File: src/rtl/majority_voter_seq.sv
// Two-stage majority voter with persistence-filtered output; out_valid 2 cycles after in_valid, no backpressure.
// Optional saturating dissent counter when MAJ_DISSENT_CNT_EN is defined.
module majority_voter_seq #(
  parameter int NUM_INPUTS = 5,
  parameter int THRESHOLD  = 0,
  parameter int PERSIST    = 3,
  localparam int CW        = $clog2(NUM_INPUTS + 1)
) (
  input  logic                  clk,
  input  logic                  rst,
  input  logic                  in_valid,
  input  logic [NUM_INPUTS-1:0] input_vector,
  output logic                  out_valid,
  output logic [CW-1:0]         count_out,
  output logic                  raw_majority,
  output logic                  majority_output
`ifdef MAJ_DISSENT_CNT_EN
  ,
  output logic [15:0]           dissent_cnt
`endif
);

  localparam int            EFF_THR   = (THRESHOLD == 0) ? (NUM_INPUTS / 2 + 1) : THRESHOLD;
  localparam logic [CW-1:0] THR_C     = CW'(EFF_THR);
  localparam logic [CW-1:0] ALL_C     = CW'(NUM_INPUTS);
  localparam logic [3:0]    PERSIST_C = 4'(PERSIST);

  if (NUM_INPUTS < 1 || NUM_INPUTS > 32) begin : g_bad_num_inputs
    $fatal(1, "majority_voter_seq: NUM_INPUTS must be 1..32");
  end
  if (THRESHOLD < 0 || THRESHOLD > NUM_INPUTS) begin : g_bad_threshold
    $fatal(1, "majority_voter_seq: THRESHOLD must be 0..NUM_INPUTS");
  end
  if (PERSIST < 1 || PERSIST > 15) begin : g_bad_persist
    $fatal(1, "majority_voter_seq: PERSIST must be 1..15");
  end

  logic                  s1_vld_q;
  logic [NUM_INPUTS-1:0] s1_vec_q;

  always_ff @(posedge clk) begin
    if (rst) begin
      s1_vld_q <= 1'b0;
      s1_vec_q <= '0;
    end else begin
      s1_vld_q <= in_valid;
      if (in_valid) s1_vec_q <= input_vector;
    end
  end

  logic [CW-1:0] pop;
  logic          vote;

  always_comb begin
    pop = '0;
    for (int i = 0; i < NUM_INPUTS; i++) pop = pop + CW'(s1_vec_q[i]);
  end

  assign vote = (pop >= THR_C);

  logic          out_vld_q, out_vld_d;
  logic [CW-1:0] cnt_q, cnt_d;
  logic          raw_q, raw_d;
  logic          maj_q, maj_d;
  logic [3:0]    pcnt_q, pcnt_d;

  // pcnt counts consecutive votes disagreeing with the filtered output.
  always_comb begin
    out_vld_d = s1_vld_q;
    cnt_d     = cnt_q;
    raw_d     = raw_q;
    maj_d     = maj_q;
    pcnt_d    = pcnt_q;
    if (s1_vld_q) begin
      cnt_d = pop;
      raw_d = vote;
      if (vote == maj_q) begin
        pcnt_d = '0;
      end else if (pcnt_q + 4'd1 == PERSIST_C) begin
        maj_d  = ~maj_q;
        pcnt_d = '0;
      end else begin
        pcnt_d = pcnt_q + 4'd1;
      end
    end
  end

  always_ff @(posedge clk) begin
    if (rst) begin
      out_vld_q <= 1'b0;
      cnt_q     <= '0;
      raw_q     <= 1'b0;
      maj_q     <= 1'b0;
      pcnt_q    <= '0;
    end else begin
      out_vld_q <= out_vld_d;
      cnt_q     <= cnt_d;
      raw_q     <= raw_d;
      maj_q     <= maj_d;
      pcnt_q    <= pcnt_d;
    end
  end

  assign out_valid       = out_vld_q;
  assign count_out       = cnt_q;
  assign raw_majority    = raw_q;
  assign majority_output = maj_q;

`ifdef MAJ_DISSENT_CNT_EN
  logic [15:0] dis_q, dis_d;

  always_comb begin
    dis_d = dis_q;
    if (s1_vld_q && pop != '0 && pop != ALL_C && dis_q != 16'hFFFF) dis_d = dis_q + 16'd1;
  end

  always_ff @(posedge clk) begin
    if (rst) dis_q <= '0;
    else     dis_q <= dis_d;
  end

  assign dissent_cnt = dis_q;
`endif

endmodule

File: config.mk
export PLATFORM = sky130hd
export DESIGN_NAME = majority_voter_seq
export DESIGN_NICKNAME = d
export VERILOG_FILES = /design/src/rtl/majority_voter_seq.sv
export SDC_FILE = /design/constraint.sdc
export NUM_CORES = 1
export LEC_CHECK = 0
export ABC_AREA = 1
export CAP_MARGIN = 20
export CORE_MARGIN = 4
export CORE_UTILIZATION = 53
export DETAILED_ROUTE_END_ITERATION = 7
export GPL_ROUTABILITY_DRIVEN = 0
export MAX_ROUTING_LAYER = met4
export PLACE_DENSITY = 0.89
export SYNTH_ARGS = -nofsm -noshare
export SYNTH_HDL_FRONTEND = slang
export SYNTH_SLANG_ARGS = --single-unit
File: constraint.sdc
create_clock -name clk -period 4.7 [get_ports clk]
set_input_delay 1.41 -clock clk [delete_from_list [all_inputs] [get_ports clk]]
set_output_delay 1.41 -clock clk [all_outputs]
set_load 0.01 [all_outputs]
# After elaboration in Yosys (flattened, before gate mapping)

Cells that the tools add are included.

Bits in registers: 16
Latch bits: 0
RAM bits: 0
Memory bits (read-only): 0
Logic and storage cells: 20
Memories kept: 0

$add $sub $neg: 5
Multiply operators: 0
Div/mod/pow operators: 0
$lt $le $gt $ge: 1
Equal/unequal tests: 2
Shift operators: 0
Mux-type cells: 2
Bitwise operators: 2
Reductions and logical operators: 1

Operators with widths:

| cell                                                                   | count |
|---|---|
| 4-bit 2-to-1 mux                                                       | 2 |
| 3-bit by 1-bit adder with 3-bit output                                 | 2 |
| 4-bit by 1-bit adder with 4-bit output (second input constant)         | 1 |
| 4-bit by 2-bit == test with 1-bit output (second input constant)       | 1 |
| 2-bit by 1-bit adder with 3-bit output                                 | 1 |
| 3-bit by 2-bit >= comparator with 1-bit output (second input constant) | 1 |
| 3-bit AND reduction                                                    | 1 |
| 1-bit by 1-bit adder with 2-bit output                                 | 1 |
| 1-bit inverter                                                         | 2 |
| 1-bit == test                                                          | 1 |

# Depth between registers and ports, before layout

Gate-level depths: netlist (run 1).

Word-level depth: 8
Depth in mapped cells: 11
Depth with buffers taken out: 11

# Least setup slack after synthesis (run 1)

No wires, ideal clock.

Kind: flip-flop to flip-flop
Start: register s1_vec_q[0]
End: register pcnt_q[1]
Arrival: 1.949 ns
Required time: 4.634 ns
Slack: 2.685 ns
Stages on the path, launching flop included: 11
Buffers on the path: 0
Cell sequence: dfxtp_1 > inv_1 > fa_1 > fa_1 > inv_1 > ha_1 > nand2_2 > a21oi_2 > nor2_4 > nand3_2 > a21oi_2

Longest elaborated chain between the ends: 7

Ends and longest elaborated chain:

| what                                                 | line | text |
|---|---|---|
| start, declared                                      | 39   | `logic [NUM_INPUTS-1:0] s1_vec_q;` |
| start signal, assigned                               | 47   | `if (in_valid) s1_vec_q <= input_vector;` |
| 1-bit by 1-bit adder with 2-bit output               | 56   | `for (int i = 0; i < NUM_INPUTS; i++) pop = pop + CW'(s1_vec_q[i]);` |
| 2-bit by 1-bit adder with 3-bit output               | 56   |  |
| 3-bit by 1-bit adder with 3-bit output (2 in series) | 56   |  |
| net pop[1]                                           | 51   | `logic [CW-1:0] pop;` |
| 3-bit by 2-bit >= comparator with 1-bit output       | 59   | `assign vote = (pop >= THR_C);` |
| 1-bit == test                                        | 77   | `if (vote == maj_q) begin` |
| 4-bit 2-to-1 mux                                     | 77   |  |
| end signal, assigned                                 | 100  | `pcnt_q <= pcnt_d;` |
| end, declared                                        | 65   | `logic [3:0] pcnt_q, pcnt_d;` |

The timed path passes the listed nets, and every way through them passes these cells.
A chain may end at the register's enable or synchronous reset.

# Worst setup path in the final report (run 1)

Start: register cnt_q[0], in the netlist count_out[0]
End: output count_out[0]

RTL lines:

| what                   | line | text |
|---|---|---|
| start, declared        | 62   | `logic [CW-1:0] cnt_q, cnt_d;` |
| start signal, assigned | 97   | `cnt_q <= cnt_d;` |
| end, declared          | 14   | `output logic [CW-1:0] count_out,` |

No word-level cell between the ends.

==> results summary, run 1 <==
The run finished with clean final reports. The maximum frequency from static timing analysis came out at 387.6 MHz. The detailed-routing iteration count for the pre-antenna-repair pass is 4. The number of standard cells in the layout, taps in and fillers out is 124.

Together, buffers and inverters on the worst path number 1. The clock insertion delay at the later pin of the skew report is 0.29 ns. The worst ir drop on vdd came out at 0.2667 mV. Synthesis produced a netlist with a net count of 107. The multi-input combinational cell area is 374.1 µm². The highest net fanout along the worst path is 2. Summing all flip-flop and latch instances after layout gives 320.3 µm².

The clock edge transition at the registers on the reported setup and hold paths is 0.09 ns. TritonCTS built the clock tree. The total global routing overflow is 0.

By startpoint and endpoint, the worst setup path is classified as reg -> out. Counting the fill cells in the layout gives 103. The final number of setup-violating endpoints came out at 0. The routed wire length came out at 1.422 mm. The initial core utilization is 58.07%. The first global-routing pass estimated 2.352 mm of wire. The region available for standard cell placement spans 1334 µm². The cell at the slowest stage of the critical path is sky130_fd_sc_hd__clkdlybuf4s50_1. In the routed design, unresolved DRC markers number 0.

From bottom edge to top edge, the die measures 46.23 µm. In the synthesized netlist, the cells that appear most often are sky130_fd_sc_hd__inv_1 (17), sky130_fd_sc_hd__dfxtp_1 (16), sky130_fd_sc_hd__o21ai_0 (10). The cell sitting at the root of the clock tree is a sky130_fd_sc_hd__clkbuf_4. The count of synthesis-stage warnings from yosys came out at 0. The power per standard cell area is 301.0 nW/µm². The average routed wire per standard cell came out at 11.47 µm. The fraction of registers with async set or reset after synthesis came out at 0%.

The synthesized design spends more area on one cell type than any other, namely sky130_fd_sc_hd__dfxtp_1. The initial antenna violation count is 0. The worst clock skew on the final layout came out at 0.004493 ns. In this run the cell area of the synthesized design comes to 774.5 µm².

The antenna diode count is 0. The maximum number of buffers from clock root to sink is 2. The max-capacitance violation count came out at 0.

The boundary pin count came out at 14. Summed over all cells, the static leakage comes to 0.3893 nW. The count of nets left with antenna violations once routing finished came out at 0. The count of buffers inserted at the top-level ports came out at 13. The number of hold buffers added after CTS came out at 0. The final-layout setup total negative slack is 0 ns. The kind of start point of the critical path is a flip-flop.

The number of CTS-inserted buffers came out at 3. The horizontal die dimension came out at 46.23 µm. Clock tree synthesis found a total of 16 sinks. The routed via count divided by cell count came out at 5.145. The detailed router's first-iteration violation count came out at 16. The average cell area after synthesis came out at 8.239 µm². Counting flops with a built-in enable in the synthesized netlist gives 0.

The kind of cell adding the most delay to the critical path is buffers and inverters. The via count of the first global-routing pass came out at 597. The total routing usage reported by global routing is 16.25%. The signal on the critical path passes through clkdlybuf4s50_1. The worst path setup slack after routing is 2.120 ns. The minimum clock period came out at 2.580 ns. The cell count after synthesis came out at 94. Among all flip-flop cells after synthesis, the most frequent one is sky130_fd_sc_hd__dfxtp_1. The instance area after placement came out at 914.6 µm². The count of buffers added by post-CTS timing repair for setup is 0. The post-synthesis to final-layout area growth came out at 22.78%. After layout, the worst path uses 54.89% of the clock period.

The final hold violation count was 0. CTS built an H-tree with a depth of 1. The endpoint required time on the critical path came out at 3.29 ns. The part of the Yosys area used for sequential elements came out at 41.36%. Counting distinct cell types in the post-synthesis netlist gives 19. The critical path endpoint category is an output port. The die covers 2137 µm². After routing the design area is 950.9 µm². The wire-length estimate of the detail-placed layout is 1.063 mm. After synthesis the netlist holds a flip-flop and latch count of 16. For the pin with the worst max-slew slack, the measured transition is 0.2830 ns.

STA puts the critical path data arrival time at 1.17 ns. After clock tree synthesis, the repair step resized 0 gates. Setup repair after global routing left no endpoint under its margin. sky130_fd_sc_hd__inv_1 is the most common cell in the netlist.

The number of core rows came out at 13. The fraction of layout instances using a drive strength above 1 came out at 20.18%. The proportion of netlist area held by the largest area contributor is 41.36%. Timing analysis after detailed placement gives a worst setup slack of 2.142 ns. In the final design database the tool counted 123 nets.

The total instance count after detailed placement is 120. Sorting the synthesized cells by area gives the leading types as sky130_fd_sc_hd__dfxtp_1 (41%), sky130_fd_sc_hd__inv_1 (8.2%), sky130_fd_sc_hd__o21ai_0 (6.5%), sky130_fd_sc_hd__a21oi_1 (5.8%), sky130_fd_sc_hd__fa_1 (5.2%). The final route contains 638 vias. The worst slew margin relative to its limit came out at 81.11%.

The biggest cell delay along the critical path is 0.54 ns. The worst hold path belongs to the class reg -> reg. The maximum number of pins on one net before global-route repair came out at 12. The number of max-slew violations in the final report is 0.
## cell families after synthesis
| family | Yosys count | synth area share, % |
|---|---|---|
| AOI/OAI and AO/OA | 24 | 17.45 |
| DFF | 16 | 41.36 |
| and+or+nand+nor | 28 | 20.84 |
| adders and majority gates | 5 | 10.02 |
| buffers and inverters | 21 | 10.34 |
## layout by cell type (no fill, tap or decap)
cell                               n
sky130_fd_sc_hd__nand2_1           8
sky130_fd_sc_hd__nor2_4            2
sky130_fd_sc_hd__nand3_1           2
sky130_fd_sc_hd__o21ai_0          10
sky130_fd_sc_hd__a21oi_1           9
sky130_fd_sc_hd__ha_1              3
sky130_fd_sc_hd__fa_1              2
sky130_fd_sc_hd__clkbuf_4          3
sky130_fd_sc_hd__clkbuf_8          1
sky130_fd_sc_hd__nor2_2            1
sky130_fd_sc_hd__dfxtp_1          16
sky130_fd_sc_hd__nand2_2           6
sky130_fd_sc_hd__nand3_2           3
sky130_fd_sc_hd__nor2_1            5
sky130_fd_sc_hd__o21ai_1           1
sky130_fd_sc_hd__clkdlybuf4s50_1  13
sky130_fd_sc_hd__nand4_1           1
sky130_fd_sc_hd__inv_2             2
sky130_fd_sc_hd__a21oi_2           4
sky130_fd_sc_hd__inv_1            17
## path summary, 6_finish.rpt
check | start | end | slack, ns | depth (start not counted)
hold reg to reg | s1_vec_q[4] | s1_vec_q[4] | 0.49 | 2
setup reg to reg | s1_vec_q[0] | pcnt_q[1] | 2.52 | 10
hold / removal | s1_vec_q[4] | s1_vec_q[4] | 0.49 | 2
setup / recovery | count_out[0] | count_out[0] | 2.12 | 1
## stage by stage
step           total power (W)  util (%)  hold WS [ns]
2_1_floorplan        0.0001784         -        0.4508
3_3_place_gp         0.0001936     68.57        0.4647
3_5_place_dp         0.0001963     68.57        0.4876
4_1_cts              0.0002871     71.29        0.5005
5_1_grt              0.0002972     71.29        0.5354
6_report             0.0002863     71.29        0.4941
## power by group
| part | internal (W) | switching [W] | total, W |
|---|---|---|---|
| Clock | 0.0000472 | 0.0000451 | 0.0000923 |
| Combinational | 0.0000216 | 0.0000262 | 0.0000478 |
| Sequential | 0.000142 | 0.00000377 | 0.000146 |
## cell type report
cell class	count	share of cell area [%]
timing repair buffer	13	13.68
clock buffer	4	3.816
multi-input combinational	57	39.34
inverter	19	7.500
sequential	16	33.68
tap	15	1.974
## sequential cells by signal, indices dropped and copies added (netlist names)
name             count
majority_output      1
out_vld_d            1
s1_vec_q             5
raw_majority         1
count_out            3
out_valid            1
pcnt_q               4
## worst reg2reg max path, cell delays in order, from the launching register on
cell and delay [ns]:
sky130_fd_sc_hd__dfxtp_1 0.32, sky130_fd_sc_hd__inv_1 0.06, sky130_fd_sc_hd__fa_1 0.48, sky130_fd_sc_hd__fa_1 0.38
sky130_fd_sc_hd__inv_1 0.06, sky130_fd_sc_hd__ha_1 0.25, sky130_fd_sc_hd__nand2_2 0.12, sky130_fd_sc_hd__a21oi_2 0.07
sky130_fd_sc_hd__nor2_4 0.15, sky130_fd_sc_hd__nand3_2 0.10, sky130_fd_sc_hd__a21oi_2 0.12
## routing by layer
| layer | vias to the layer above | GRT usage, % | wire length [µm] |
|---|---|---|---|
| li1 | 329 | - | - |
| met4 | 0 | 8.523 | 22 |
| met2 | 12 | 30.49 | 750 |
| met1 | 293 | 15.63 | 589 |
| met3 | 4 | 2.344 | 59 |
| met5 | - | - | 0 |
No activity file was read; power rests on OpenSTA's default activity.
==> run 2: changes to the inputs <==
- CORE_UTILIZATION: 53 -> 49
- PLACE_DENSITY: 0.89 -> 0.83
- clock period: 4.7 -> 2.45 ns (I/O delays scaled with it)
==> run 2 against run 1 <==
Non-clock buffer count stayed put; combinational power up 87%; clock-buffer cell count did not move; sequential share of layout area barely moved; via count is 1.1% lower; core utilization down 8.1 points; die area increased by 6.7%; largest power group unchanged; clock skew barely moved; critical path depth is 9 higher; power is 92% higher.
==> results summary, run 2 (synthesis results as in run 1) <==
The flow ran to the end, and the final reports show no timing, DRC or antenna violations. The maximum number of pins on one net before global-route repair is 12. The initial antenna violation count is 0. The finished layout holds 125 standard cells, fillers aside. The flip-flop count of the largest register after layout came out at 5. The number of nets with antenna violations after detailed routing came out at 0. The detailed-routing iteration count for the pre-antenna-repair pass is 5. Across all layers, the routed design uses 631 vias. The count of buffers inserted at the top-level ports is 13. For the pin with the worst max-slew slack, the measured transition is 0.2801 ns. The cell at the slowest stage of the critical path is sky130_fd_sc_hd__fa_1. The max-capacitance violation count came out at 0. The worst ir drop on vdd came out at 0.3586 mV.

0 antenna diodes ended up in the layout. Once the clock tree was built, the setup fixing pass inserted 0 buffers. Leaving out fill and tap cells, the most frequent cell in the layout is sky130_fd_sc_hd__inv_1. The arrival time of the worst setup path came out at 2.37 ns. Dividing total power by cell area gives a power density of 576.2 nW/µm². The initial core utilization is 51.41%. The number of max-slew violations in the final report came out at 0. In this run the worst hold path is classified as reg -> reg. The average routed wire per standard cell came out at 10.97 µm. The maximum number of buffers from clock root to sink came out at 2. The clock edge transition at the registers on the reported setup and hold paths came out at 0.10 ns. The final-layout setup total negative slack came out at 0 ns. The number of sinks on the clock net came out at 16.

The number of remaining DRC errors came out at 0. The maximum frequency from static timing analysis came out at 467.2 MHz. The total overflow left after global routing is 0.

The number of levels the H-tree was split into is 1. The boundary pin count came out at 14. By startpoint and endpoint, the worst setup path is classified as reg -> reg. The post-route netlist has 20.18% of its cells at a drive strength greater than 1. The worst slew margin relative to its limit came out at 81.30%. The routed via count divided by cell count came out at 5.048. Clock tree synthesis selected as its root buffer the cell sky130_fd_sc_hd__clkbuf_4. The total of fill cells in the finished design came out at 145. The number of CTS-inserted buffers is 3. After detailed placement, the design holds a cell count of 121.

The fraction of the cycle the final worst path needs came out at 87.37%. STA classifies the critical path startpoint as a flip-flop. The final hold violation count came out at 0. The number of core rows is 14. Summed over all cells, the static leakage comes to 0.3893 nW. The number of gates given a new drive strength after cts came out at 0. TritonCTS built the clock tree. The clock insertion delay at the later pin of the skew report came out at 0.29 ns. For this run, the total global-route usage over all layers was measured as 15.54%. The post-synthesis to final-layout area growth is 22.94%. Broken down by cell family, the worst path's largest delay share belongs to adder cells.

The critical path endpoint category is a flip-flop. The minimum clock period is 2.141 ns. For the final database, setup skew stands at 0.004257 ns. The horizontal die dimension is 47.76 µm. The worst path buffer plus inverter count came out at 2. The register bank with the most flops is s1_vec_q. The via count of the first global-routing pass came out at 606. The global-route wire length before repair is 2.318 mm.

The endpoint required time on the critical path came out at 2.68 ns. The die covers 2281 µm². The first routing iteration left 13 violations.

The critical path goes through inv_1 > fa_1 > fa_1 > inv_1 > ha_1 > nand2_2 > a21oi_2 > nor2_4 > nand3_2 > a21oi_2. The routed wire length is 1.371 mm. In the layout the commonest cells are sky130_fd_sc_hd__inv_1 (17), sky130_fd_sc_hd__dfxtp_1 (16), sky130_fd_sc_hd__clkdlybuf4s50_1 (13). The final layout net count is 123. The standard cell core area came out at 1506 µm². The biggest cell delay along the critical path came out at 0.48 ns.

For this design, the CTS-stage hold fixing added 0 buffers. Setup repair after global routing left no endpoint under its margin. The placed wire-length estimate is 1.064 mm. The final number of setup-violating endpoints is 0. Of all nets on the critical path, the largest fanout is 4.

The chip height came out at 47.76 µm.
==> run 2: final timing paths <==
path / from / depth (start not counted) / to / slack (ns)
setup / recovery: s1_vec_q[0] / 10 / pcnt_q[1] / 0.31
setup reg to reg: s1_vec_q[0] / 10 / pcnt_q[1] / 0.31
hold / removal: s1_vec_q[3] / 2 / s1_vec_q[3] / 0.48
hold reg to reg: s1_vec_q[3] / 2 / s1_vec_q[3] / 0.48
==> run 2: metal layers <==
layer  vias up  share of wire, %  GRT usage (%)
met5         -                 0              -
met3         8               5.5          5.263
met1       280                42          16.02
met2        19                49          24.80
met4         0               3.4          10.22
li1        324                 -              -
==> run 2: area by class of cell <==
class,count,area (µm²),share of cell area (%)
clock buffers,4,36.28,3.811
inverters,19,71.32,7.490
multi-input cells,57,374.1,39.29
flip-flops and latches,16,320.3,33.64
well taps,16,20.02,2.102
repair buffers,13,130.1,13.67
==> run 2: tightest hold or removal path: stages (launching register included) <==
cell and delay [ns]:
sky130_fd_sc_hd__dfxtp_1 0.31, sky130_fd_sc_hd__inv_1 0.07, sky130_fd_sc_hd__a21oi_1 0.06
==> run 2: stage by stage <==
step	setup WS [ns]	power (W)	cell area, µm²	util [%]	hold slack, ns
final	0.3094	0.0005487	952.2	63.21	0.4813
after global routing	0.1791	0.0005778	952.2	63.21	0.5289
after CTS	0.2948	0.0005522	952.2	63.21	0.4829
after detailed placement	0.3172	0.0003759	915.9	60.80	0.4686
after global placement	0.3822	0.0003720	915.9	60.80	0.4670
after floorplan	0.4353	0.0003422	774.5	-	0.4508
==> run 2: power breakdown <==
group          total (W)  internal (W)  switching [W]
combinational  0.0000894     0.0000410      0.0000483
sequential      0.000281      0.000273     0.00000734
clock           0.000179     0.0000906      0.0000881
==> run 3: changes to the inputs <==
- CORE_MARGIN: 4 -> 3
- CTS_CLUSTER_DIAMETER: default -> 100
==> run 3 against run 2 <==
Via count is the same; non-clock buffer count unchanged; flip-flop and latch count is the same; clock power shrank 26%; setup slack got worse by 0.028 ns; design area fell by 1.6%; sequential power about the same; clock-buffer cell count down 1; highest routed layer unchanged.
==> results summary, run 3 (synthesis results as in run 1) <==
The leakage power summed over all cells is 0.3821 nW. The worst hold path begins at s1_vec_q[3]. The clock insertion delay at the later pin of the skew report is 0.28 ns. The worst ir drop on vdd is 0.4241 mV. Leaving out fill and tap cells, the most frequent cell in the layout is sky130_fd_sc_hd__inv_1.

The critical path goes through inv_1 > fa_1 > fa_1 > inv_1 > ha_1 > nand2_2 > a21oi_2 > nor2_4 > nand2_1 > a21oi_1. The maximum frequency from static timing analysis came out at 461.1 MHz. The slew of the pin with the lowest slew margin is 0.2851 ns. The number of levels the H-tree was split into came out at 1. The number of max-slew violations in the final report came out at 0. The number of core rows is 13. The total global routing overflow came out at 0. The routed via count divided by cell count is 5.130. From left edge to right edge, the die measures 45.76 µm. In the final layout, the multi-input gates occupy 374.1 µm². The total instance count after detailed placement is 120. The max-capacitance violation count is 0.

The number of gates given a new drive strength after cts came out at 0. The floorplan step defined a core boundary enclosing 1383 µm². The average routed wire per standard cell came out at 11.15 µm. The number of standard cells in the layout, taps in and fillers out came out at 123. At the end of the flow, the number of nets in the layout was 123. The post-synthesis to final-layout area growth came out at 21.00%. The placed wire-length estimate is 1.097 mm. The final-layout setup total negative slack is 0 ns. The arrival time of the worst setup path came out at 2.38 ns.

In the layout the commonest cells are sky130_fd_sc_hd__inv_1 (17), sky130_fd_sc_hd__dfxtp_1 (16), sky130_fd_sc_hd__clkdlybuf4s50_1 (13). The startpoint identified for the worst register-to-register timing path is s1_vec_q[0]. In the final layout, the share of cells above drive strength 1 is 19.44%.

The minimum clock period came out at 2.169 ns. Tracing the worst setup path back leads to its startpoint at s1_vec_q[0]. Entering global routing, the biggest net connects 12 pins.

The via count of the first global-routing pass came out at 576. Setup repair after global routing left no endpoint under its margin. Counting along the longest clock path gives a buffer depth of 2. The total die area is 2094 µm². The clock tree root driver cell is sky130_fd_sc_hd__clkbuf_4. The final number of setup-violating endpoints came out at 0. The total of fill cells in the finished design is 130. The total routing usage reported by global routing is 15.71%. The largest individual stage delay along the critical path comes from the cell sky130_fd_sc_hd__fa_1.

The fraction of the cycle the final worst path needs came out at 88.52%. s1_vec_q holds more flip-flops than any other register. The routed wire length is 1.371 mm. For the worst setup path, the data required time is 2.66 ns.

The count of buffers inserted at the top-level ports came out at 13. The worst slew margin relative to its limit came out at 80.97%. The finished layout cell area came out at 937.1 µm². After clock tree synthesis, the clock-pin slew on the worst setup and hold paths is 0.08 ns.

The CTS tree is yes. STA classifies the critical path endpoint as a flip-flop. The number of nets with antenna violations after detailed routing is 0. The worst path buffer plus inverter count is 2.

The number of CTS-inserted buffers is 3. Pin placement for this block handled 14 I/O pins. For this block, the initial DRC count from the detailed router was 13. The highest net fanout along the worst path came out at 4. In this run the post-CTS setup repair buffer count came out at 0. The flip-flop count of the largest register after layout is 5. In this run the worst hold path is classified as reg -> reg. The initial antenna violation count is 0. The area occupied by registers came out at 320.3 µm².

Hold repair after CTS inserted 0 buffers. The worst clock skew on the final layout came out at 0.002557 ns. The number of sinks on the clock net is 16. The kind of cell adding the most delay to the critical path is adder cells.

The initial core utilization is 56.02%. After detailed routing, the number of remaining DRC violations is 0. The antenna diode count came out at 0. On the worst path, the slowest cell contributes a delay of 0.49 ns. From bottom edge to top edge, the die measures 45.76 µm. Dividing total power by cell area gives a power density of 535.0 nW/µm². The detailed router placed 631 vias in this run.

The detailed-routing iteration count for the pre-antenna-repair pass is 4. The first global-routing pass estimated 2.242 mm of wire. The instance area after placement came out at 914.6 µm². The worst setup path is launched from a flip-flop. The kind of critical path is reg -> reg. The run finished with clean final reports. The final hold violation count came out at 0.
[run 3: routing by layer]
| layer | global-route usage [%] | up-vias | routed length, µm |
|---|---|---|---|
| li1 | - | 326 | - |
| met1 | 17.35 | 290 | 618 |
| met2 | 25.07 | 11 | 675 |
| met3 | 2.372 | 4 | 49 |
| met4 | 11.93 | 0 | 27 |
| met5 | - | - | 0 |
[run 3: layout make-up]
cell class,instances,area share (%)
multi-input cells,57,39.92
flip-flops and latches,16,34.18
repair buffers,13,13.89
inverters,19,7.610
clock buffers,3,2.403
well taps,15,2.003
[run 3: worst register-to-register path: stages, from the launching register on]
cell and delay, ns:
sky130_fd_sc_hd__dfxtp_1 0.31, sky130_fd_sc_hd__inv_1 0.06, sky130_fd_sc_hd__fa_1 0.49, sky130_fd_sc_hd__fa_1 0.36
sky130_fd_sc_hd__inv_1 0.06, sky130_fd_sc_hd__ha_1 0.24, sky130_fd_sc_hd__nand2_2 0.12, sky130_fd_sc_hd__a21oi_2 0.08
sky130_fd_sc_hd__nor2_4 0.15, sky130_fd_sc_hd__nand2_1 0.08, sky130_fd_sc_hd__a21oi_1 0.14
[run 3: power breakdown]
part	leakage (nW)	internal [W]	switching (W)	total, W
combinational	0.237	0.0000407	0.0000480	0.0000887
sequential	0.131	0.000273	0.00000727	0.000280
clock	0.0138	0.0000571	0.0000751	0.000132
total	0.382	0.000371	0.000130	0.000501
[run 3: path summary, 6_finish.rpt]
check,slack (ns),endpoint,depth (start not counted)
max reg2reg,0.28,pcnt_q[2],10
min reg2reg,0.48,s1_vec_q[3],2
max,0.28,pcnt_q[2],10
min,0.48,s1_vec_q[3],2
[run 3: per-stage QoR]
stage	setup WS (ns)	total power, W	hold slack, ns	util, %
floorplan	0.4353	0.0003422	0.4508	-
global placement	0.3763	0.0003718	0.4676	66.15
detailed placement	0.2887	0.0003756	0.4692	66.15
CTS	0.2715	0.0005075	0.4816	67.78
global route	0.1918	0.0005310	0.5177	67.78
finish	0.2812	0.0005013	0.4785	67.78
